[src/rtl/up_pkg.sv]
//==============================================================================
// Module      : up_pkg
// Description : Shared microprocessor types: PC op codes and default address width.
// Revision    : 1.0 - initial release
//==============================================================================
`default_nettype none

package up_pkg;

    localparam int UP_ADDR_W = 12;

    typedef enum logic [1:0] {
        PC_OP_INC  = 2'd0,
        PC_OP_LOAD = 2'd1,
        PC_OP_CALL = 2'd2,
        PC_OP_RET  = 2'd3
    } pc_op_e;

endpackage

`default_nettype wire

[src/rtl/pc_return_stack.sv]
//==============================================================================
// Module      : pc_return_stack
// Description : Parametrised LIFO of return addresses with push/pop and full/empty.
// Revision    : 1.0 - initial release
//==============================================================================
`default_nettype none

module pc_return_stack #(
    parameter int DATA_W = 12,
    parameter int DEPTH  = 4,
    parameter int CNT_W  = $clog2(DEPTH + 1)
) (
    input  logic              clk,
    input  logic              reset,
    input  logic              push,
    input  logic              pop,
    input  logic [DATA_W-1:0] push_data,
    output logic [DATA_W-1:0] top_data,
    output logic [CNT_W-1:0]  count,
    output logic              full,
    output logic              empty
);

    localparam int IDX_W = (DEPTH > 1) ? $clog2(DEPTH) : 1;
    localparam logic [CNT_W-1:0] CNT_ONE = CNT_W'(1);
    localparam logic [IDX_W-1:0] IDX_ONE = IDX_W'(1);
    localparam logic [CNT_W-1:0] CNT_MAX = CNT_W'(DEPTH);

    logic [CNT_W-1:0]  count_q, count_d;
    logic [DATA_W-1:0] mem_q [DEPTH];
    logic [IDX_W-1:0]  wr_idx;
    logic [IDX_W-1:0]  rd_idx;
    logic              do_push;
    logic              do_pop;

    // Low bits of (count-1) depend only on low bits of count, so no wide pointer is needed.
    assign wr_idx   = count_q[IDX_W-1:0];
    assign rd_idx   = wr_idx - IDX_ONE;
    assign full     = (count_q == CNT_MAX);
    assign empty    = (count_q == '0);
    assign do_push  = push & ~full;
    assign do_pop   = pop & ~empty;
    assign top_data = mem_q[rd_idx];
    assign count    = count_q;

    always_comb begin
        count_d = count_q;
        if (do_push && !do_pop) begin
            count_d = count_q + CNT_ONE;
        end else if (do_pop && !do_push) begin
            count_d = count_q - CNT_ONE;
        end
    end

    always_ff @(posedge clk or posedge reset) begin
        if (reset) begin
            count_q <= '0;
        end else begin
            count_q <= count_d;
        end
    end

    // Storage is intentionally left unreset; entries at or above count are stale.
    always_ff @(posedge clk) begin
        if (do_push) begin
            mem_q[wr_idx] <= push_data;
        end
    end

endmodule

`default_nettype wire

[src/rtl/pc_stack_unit.sv]
//==============================================================================
// Module      : pc_stack_unit
// Description : Fetch-stage program counter with hardware return stack and sticky errors.
// Revision    : 1.0 - initial release
//==============================================================================
`default_nettype none

module pc_stack_unit
    import up_pkg::*;
#(
    parameter int                ADDR_W       = UP_ADDR_W,
    parameter int                STACK_DEPTH  = 4,
    parameter logic [ADDR_W-1:0] RESET_VECTOR = '0
) (
    input  logic                               clk,
    input  logic                               reset,
    input  logic                               en,
    input  logic                               load,
    input  logic                               call,
    input  logic                               ret,
    input  logic [ADDR_W-1:0]                  target,
    input  logic                               clear_err,
    output logic [ADDR_W-1:0]                  pc,
    output logic [$clog2(STACK_DEPTH+1)-1:0]   depth,
    output logic                               stack_full,
    output logic                               stack_empty,
    output logic                               ovf_err,
    output logic                               udf_err
);

    localparam int                DEPTH_W  = $clog2(STACK_DEPTH + 1);
    localparam logic [ADDR_W-1:0] ADDR_ONE = ADDR_W'(1);

    pc_op_e            op;
    logic [ADDR_W-1:0] pc_q, pc_d;
    logic [ADDR_W-1:0] pc_plus1;
    logic              ovf_q, ovf_d;
    logic              udf_q, udf_d;
    logic              push;
    logic              pop;
    logic [ADDR_W-1:0] stk_top;
    logic [DEPTH_W-1:0] stk_count;
    logic              stk_full;
    logic              stk_empty;

    assign pc_plus1 = pc_q + ADDR_ONE;

    always_comb begin
        op = PC_OP_INC;
        if (ret) begin
            op = PC_OP_RET;
        end else if (call) begin
            op = PC_OP_CALL;
        end else if (load) begin
            op = PC_OP_LOAD;
        end
    end

    // A new error in the same cycle as clear_err overrides the clear.
    always_comb begin
        pc_d  = pc_q;
        push  = 1'b0;
        pop   = 1'b0;
        ovf_d = clear_err ? 1'b0 : ovf_q;
        udf_d = clear_err ? 1'b0 : udf_q;
        if (en) begin
            case (op)
                PC_OP_LOAD: pc_d = target;
                PC_OP_CALL: begin
                    if (stk_full) begin
                        pc_d  = pc_plus1;
                        ovf_d = 1'b1;
                    end else begin
                        pc_d = target;
                        push = 1'b1;
                    end
                end
                PC_OP_RET: begin
                    if (stk_empty) begin
                        pc_d  = pc_plus1;
                        udf_d = 1'b1;
                    end else begin
                        pc_d = stk_top;
                        pop  = 1'b1;
                    end
                end
                default: pc_d = pc_plus1;
            endcase
        end
    end

    always_ff @(posedge clk or posedge reset) begin
        if (reset) begin
            pc_q  <= RESET_VECTOR;
            ovf_q <= 1'b0;
            udf_q <= 1'b0;
        end else begin
            pc_q  <= pc_d;
            ovf_q <= ovf_d;
            udf_q <= udf_d;
        end
    end

    pc_return_stack #(
        .DATA_W (ADDR_W),
        .DEPTH  (STACK_DEPTH),
        .CNT_W  (DEPTH_W)
    ) u_stack (
        .clk       (clk),
        .reset     (reset),
        .push      (push),
        .pop       (pop),
        .push_data (pc_plus1),
        .top_data  (stk_top),
        .count     (stk_count),
        .full      (stk_full),
        .empty     (stk_empty)
    );

    assign pc          = pc_q;
    assign depth       = stk_count;
    assign stack_full  = stk_full;
    assign stack_empty = stk_empty;
    assign ovf_err     = ovf_q;
    assign udf_err     = udf_q;

endmodule

`default_nettype wire

[config.mk]
export PLATFORM = sky130hd
export DESIGN_NAME = pc_stack_unit
export DESIGN_NICKNAME = d
export VERILOG_FILES = /design/src/rtl/up_pkg.sv /design/src/rtl/pc_return_stack.sv /design/src/rtl/pc_stack_unit.sv
export SDC_FILE = /design/constraint.sdc
export NUM_CORES = 1
export LEC_CHECK = 0
export ABC_AREA = 1
export CORE_ASPECT_RATIO = 0.9
export CORE_MARGIN = 1
export CORE_UTILIZATION = 63
export CTS_CLUSTER_SIZE = 10
export DETAILED_ROUTE_END_ITERATION = 10
export DONT_BUFFER_PORTS = 1
export GPL_ROUTABILITY_DRIVEN = 0
export PLACE_DENSITY = 0.79
export SLEW_MARGIN = 40
export SYNTH_ARGS = -nofsm -noshare
export SYNTH_HDL_FRONTEND = slang
export SYNTH_SLANG_ARGS = --single-unit
[constraint.sdc]
create_clock -name clk -period 2.67 [get_ports clk]
set_input_delay 0.534 -clock clk [delete_from_list [all_inputs] [get_ports clk]]
set_output_delay 0.534 -clock clk [all_outputs]
set_load 0.1 [all_outputs]
==> results.sh, run 1 <==
export IMPL_final_max_slew_viol_count=0
export IMPL_post_cts_buffers=0
export IMPL_drive_above_1_share_pct=15.8
export IMPL_critical_path_max_stage_delay_ns=0.49
export IMPL_die_w_um=77.9
export IMPL_drt_pass1_iterations=4
export IMPL_setup_viol=0
export IMPL_rsz0062_at_grt="false"
export IMPL_wl_per_cell_um=15.9
export IMPL_critical_path_max_fanout=23
export IMPL_grtUsageTotal_pct=29.4
export IMPL_grt_overflow=0
export IMPL_worst_r2r_path_depth=12
export IMPL_yosys_register_bits=65
export IMPL_final_common_cell="nand2_1"
export IMPL_io_pin_count=38
export IMPL_die_area_mm2=0.00548
export IMPL_cp_depth=5
export IMPL_startpoint_type="flop"
export IMPL_cts_hold_repair_buffers=0
export IMPL_n_fill_cell=356
export IMPL_ant_nets=0
export IMPL_slew_headroom_pct=53.0
export IMPL_ys_warn_count=0
export IMPL_cts_made_buffers=9
export IMPL_critPathKind="reg2out"
export IMPL_dp_slack_ns=0.465
export IMPL_cp_slowest_cell="dfrtp_4"
export IMPL_syn2layout_area_growth_pct=11.8
export IMPL_synth_main_ff_cell="edfxtp_1"
export IMPL_synthArstFlopShare_pct=26.2
export IMPL_required_ns=2.14
export IMPL_initial_core_util_pct=66.4
export IMPL_period_minus_slack_ns=2.29
export IMPL_h_tree_depth=3
export IMPL_synth_top_cell_by_area="edfxtp_1"
export IMPL_fmax_ghz=0.438
export IMPL_maxCapViolations=0
export IMPL_rows=24
export IMPL_reg2reg_from="u_stack.count[0]$_DFFE_PP0P_"
export IMPL_synth_cell_types=26
export IMPL_syn_area_mm2=0.00327
export IMPL_ir_worst_vdd_mv=1.06
export IMPL_synth_fp_nets=387
export IMPL_fp_coreArea_mm2=0.00492
export IMPL_worst_path_buf_inv=3
export IMPL_cts_tree="done"
export IMPL_synth_seq_area_share_pct=57.1
export IMPL_status="completed"
export IMPL_dr_first_iter_drc_count=252
export IMPL_yosysTopAreaCellShare_pct=44.1
export IMPL_crit_arrival_ns=1.75
export IMPL_layout_common_cells="nand2_1, edfxtp_1, nor2_1, nand3_1, inv_1"
export IMPL_dp_hpwl_um=4920
export IMPL_avgSynthCellArea_um2=9.05
export IMPL_setup_slack_ns=0.384
export IMPL_stdcell_area_mm2=0.00365
export IMPL_synth_edf_count=48
export IMPL_cp_top_family="buffers and inverters"
export IMPL_p_per_area_mw_per_mm2=1330
export IMPL_hold_path_class="in2async"
export IMPL_dr_total_vias=2529
export IMPL_worstSetupEndpointType="output pin"
export IMPL_clk_pin_slew_ns=0.07
export IMPL_final_nets=407
export IMPL_setup_tns_final_ns=0
export IMPL_critPathLaunch="u_stack.count[0]$_DFFE_PP0P_"
export IMPL_worstMarginPinSlew_ns=0.705
export IMPL_placed_area_mm2=0.00348
export IMPL_leakage_nw=1.59
export IMPL_cts_root_buf="clkbuf_8"
export IMPL_synthTopCellsByArea="edfxtp_1, dfrtp_1, nand2_1"
export IMPL_grt_max_degree=33
export IMPL_clk_latency_ns=0.33
export IMPL_critical_path_cell_chain="inv_4, ha_4, inv_2, nor2_4, buf_4"
export IMPL_clock_skew_ns=0.00704
export IMPL_holdWs_ns=0.198
export IMPL_period_share_pct=85.6
export IMPL_hold_viol_final=0
export IMPL_vias_per_cell=5.62
export IMPL_antenna_found_initial=0
export IMPL_portBuffers=0
export IMPL_die_height_um=70.3
export IMPL_clock_path_buffers=2
export IMPL_clkSinkCount=65
export IMPL_syn_inst=361
export IMPL_grt_pass1_vias=2458
export IMPL_cts_resized=0
export IMPL_drc=0
export IMPL_diodes=0
export IMPL_grt_pass1_wl_um=11800
export IMPL_wirelength_um=7140
[layer usage]
layer	GRT usage [%]	part of all wire, %	vias to the layer above	wire, um
met3	6.54	9.2	7	658
met4	10.5	1.2	0	89
li1	-	-	1207	-
met5	0	0	-	0
met2	47.6	48	119	3430
met1	39.4	41	1196	2960
[stage by stage]
step,utilization [%],total power (W),instances
5_1_grt,74.2,0.00514,450
3_5_place_dp,70.6,0.00408,435
4_1_cts,74.2,0.00483,450
6_report,74.2,0.00485,450
3_3_place_gp,70.6,0.00402,435
2_1_floorplan,-,0.00355,361
[path summary, 6_finish.rpt]
| check | to | slack (ns) |
|---|---|---|
| max | stack_empty | 0.38 |
| min | pc[1]$_DFFE_PP0P_ | 0.20 |
| max reg2reg | u_stack.count[2]$_DFFE_PP0P_ | 0.42 |
| min reg2reg | pc[8]$_DFFE_PP0P_ | 0.55 |
| max in group asynchronous | u_stack.count[1]$_DFFE_PP0P_ | 1.95 |
| min in group clk | pc[8]$_DFFE_PP0P_ | 0.35 |
[sequential cells by signal, summed over array words and instances, names as in the netlist]
register and flops:
udf_err 1, pc 12, u_stack.count 3, ovf_err 1
u_stack.mem_q 48
[power by group]
part           internal, W  leakage, nW  switching, W
sequential         0.00138        0.627      0.000145
clock             0.000417       0.0910      0.000342
combinational     0.000598        0.877       0.00197
[worst register-to-register path, stage by stage (launching register included)]
cell and delay (ns):
dfrtp_4 0.49, inv_4 0.21, ha_4 0.20, inv_2 0.05, nor2_4 0.14, nor2_4 0.11
nand2_4 0.08, ha_4 0.12, inv_2 0.05, fa_2 0.34, a21oi_1 0.12, o21ai_1 0.10
xnor2_1 0.13
[synth_stat cells, types with 2 or more instances]
cell	count
inv_1	39
nor2_4	3
nand3_2	4
buf_4	2
nand3_1	41
buf_6	3
a21oi_1	11
nand4_1	2
xnor2_1	2
o21ai_0	12
nor2_1	44
and2_1	5
ha_1	6
dfrtp_1	17
edfxtp_1	48
xor2_1	2
nand2_1	103
buf_2	6
nand2_2	4
[kinds of logic after synthesis]
family          Yosys count  share of synthesized area [%]
simple gates            208                           27.9
compound gates           24                           3.75
flops                    65                           57.1
buf+inv                  53                           7.27
xor+xnor                  4                           1.07
fa+ha+maj                 7                           2.91
[cell type report]
type	instances	area [um2]	share of cell area, %
inverter	41	158	4.31
timing repair buffer	21	158	4.31
multi-input combinational	243	1210	33.0
clock buffer	10	128	3.49
tap	65	81.3	2.23
sequential	65	1880	51.4
clock inverter	5	47.5	1.30
Power figures use the tool's default switching activity.
==> inputs of run 2 (changes only) <==
- ABC_AREA: 1 -> unset
==> results.sh, run 2 <==
export IMPL_placed_cells=281
export IMPL_final_common_cell="edfxtp_1"
export IMPL_seqCellArea_mm2=0.00187
export IMPL_setup_tns_final_ns=0
export IMPL_grt_pass1_wl_um=9770
export IMPL_period_minus_slack_ns=2.22
export IMPL_synth_seq_area_share_pct=61.5
export IMPL_die_area_mm2=0.00510
export IMPL_r2r_end="u_stack.count[2]$_DFFE_PP0P_"
export IMPL_synth_edf_count=48
export IMPL_grt_pass1_vias=1964
export IMPL_hold_path_class="in2async"
export IMPL_period_share_pct=83.3
export IMPL_dp_slack_ns=0.451
export IMPL_startpoint_type="flop"
export IMPL_h_tree_depth=3
export IMPL_maxCapViolations=0
export IMPL_die_w_um=75.2
export IMPL_regMostFlops="u_stack.mem_q"
export IMPL_dr_total_vias=1875
export IMPL_largest_reg_flops=48
export IMPL_required_ns=2.92
export IMPL_initial_core_util_pct=66.8
export IMPL_setup_viol=0
export IMPL_drive_above_1_share_pct=23.4
export IMPL_worst_r2r_path_depth=11
export IMPL_synth_main_ff_cell="edfxtp_1"
export IMPL_synth_top_cell_by_area="edfxtp_1"
export IMPL_wl_per_cell_um=21.4
export IMPL_final_max_slew_viol_count=0
export IMPL_rows=23
export IMPL_antenna_found_initial=0
export IMPL_fmax_ghz=0.450
export IMPL_worstMarginPinSlew_ns=0.742
export IMPL_drt_pass1_iterations=4
export IMPL_clk_pin_slew_ns=0.07
export IMPL_layout_common_cells="edfxtp_1, nand2_1, buf_4, dfrtp_1, nor2_1"
export IMPL_cp_slowest_cell="dfrtp_4"
export IMPL_grtUsageTotal_pct=28.8
export IMPL_die_height_um=67.9
export IMPL_reg2reg_from="u_stack.count[0]$_DFFE_PP0P_"
export IMPL_ys_warn_count=0
export IMPL_clock_path_buffers=2
export IMPL_status="completed"
export IMPL_clk_latency_ns=0.34
export IMPL_r2r_setup_slack_ns=0.45
export IMPL_multiInputGateArea_mm2=0.00111
export IMPL_cts_made_buffers=9
export IMPL_wirelength_um=6350
export IMPL_final_nets=256
export IMPL_syn_inst=210
export IMPL_crit_arrival_ns=2.48
export IMPL_grt_max_degree=29
export IMPL_n_fill_cell=286
export IMPL_synthArstFlopShare_pct=26.2
export IMPL_slew_headroom_pct=50.5
export IMPL_syn_area_mm2=0.00304
export IMPL_hold_viol_final=0
export IMPL_cts_resized=0
export IMPL_rsz0062_at_grt="false"
export IMPL_clock_skew_ns=0.00579
export IMPL_vias_per_cell=6.31
export IMPL_worst_path_buf_inv=2
export IMPL_yosysTopAreaCellShare_pct=47.5
export IMPL_synth_cell_types=42
export IMPL_portBuffers=0
export IMPL_cts_tree="done"
export IMPL_critPathKind="reg2reg"
export IMPL_cp_top_family="adder cells"
export IMPL_drc=0
export IMPL_stdcell_count=297
export IMPL_synthTopCellsByCount="edfxtp_1, nand2_1, dfrtp_1"
export IMPL_cts_hold_repair_buffers=0
export IMPL_yosysMostFrequentCell="edfxtp_1"
export IMPL_dr_first_iter_drc_count=110
export IMPL_grt_overflow=0
export IMPL_clkSinkCount=65
export IMPL_fp_coreArea_mm2=0.00455
export IMPL_post_cts_buffers=0
export IMPL_syn2layout_area_growth_pct=14.1
export IMPL_critical_path_max_stage_delay_ns=0.50
export IMPL_worstSetupEndpointType="flop"
export IMPL_setup_slack_ns=0.446
export IMPL_dp_hpwl_um=4110
export IMPL_critical_path_max_fanout=4
export IMPL_cts_root_buf="clkbuf_8"
export IMPL_yosys_register_bits=65
export IMPL_synth_fp_nets=236
export IMPL_critical_path_cell_chain="inv_6, ha_4, nand2b_4, and2_0, nand2_1, ha_4, inv_2, fa_2, xor2_1, nor2_1, xor2_1"
export IMPL_io_pin_count=38
export IMPL_ant_nets=0
export IMPL_avgSynthCellArea_um2=14.5
export IMPL_synthTopCellsByArea="edfxtp_1, dfrtp_1, mux4_1"
export IMPL_diodes=0
-- run 2: cell types whose count changed in the layout (fill, tap and decap cells not counted), sizes merged, moves of 9 or more --
cell / before / now
a21oi: 11 / 1
a22oi: 0 / 9
inv: 40 / 8
mux4: 0 / 12
nand2: 107 / 21
nand3: 45 / 7
nor2: 48 / 12
o21ai: 12 / 3
-- run 2: final cells by class --
type	count	area share, %
clock buffer	12	3.90
inverter	9	1.23
tap	62	2.24
sequential	65	54.1
multi-input combinational	125	32.2
clock inverter	4	1.99
timing repair buffer	20	4.34
-- run 2: how the worst max path moves through the flow --
stage / from / end / cells after the start
finish: u_stack.count[0]$_DFFE_PP0P_ / u_stack.count[2]$_DFFE_PP0P_ / 11
global route: u_stack.count[0]$_DFFE_PP0P_ / u_stack.count[2]$_DFFE_PP0P_ / 11
CTS: u_stack.count[0]$_DFFE_PP0P_ / u_stack.count[2]$_DFFE_PP0P_ / 11
detailed placement: u_stack.count[0]$_DFFE_PP0P_ / u_stack.count[2]$_DFFE_PP0P_ / 11
global placement: u_stack.count[0]$_DFFE_PP0P_ / pc[6]$_DFFE_PP0P_ / 5
floorplan: u_stack.count[0]$_DFFE_PP0P_ / u_stack.count[2]$_DFFE_PP0P_ / 13
-- run 2: per-stage QoR --
| step | hold WS, ns | area [um2] | utilization [%] |
|---|---|---|---|
| 2_1_floorplan | 0.460 | 3100 | - |
| 3_3_place_gp | 0.574 | 3260 | 71.6 |
| 3_5_place_dp | 0.589 | 3260 | 71.6 |
| 4_1_cts | 0.220 | 3460 | 76.1 |
| 5_1_grt | 0.232 | 3460 | 76.1 |
| 6_report | 0.211 | 3460 | 76.1 |
-- run 2: logic make-up after synthesis --
logic type | count (synthesis) | share of synthesized area (%)
flip-flops | 65 | 61.5
multiplexers | 13 | 10.4
AND/OR/NAND/NOR | 59 | 9.56
XOR/XNOR | 13 | 3.75
AO/OA/AOI/OAI | 33 | 8.20
buffers and inverters | 20 | 3.46
adder cells (fa/ha/maj) | 7 | 3.13
-- run 2: layer usage --
layer	up-vias	part of all wire [%]	GRT usage (%)
met2	99	52	45.5
li1	839	-	-
met3	14	8.1	11.9
met5	-	0	0
met1	923	38	33.3
met4	0	1.9	16.7
Power of run 2 is left out: the tool's default activity adds up to more than one toggle a clock period on the data nets, which glitch-free logic cannot reach.
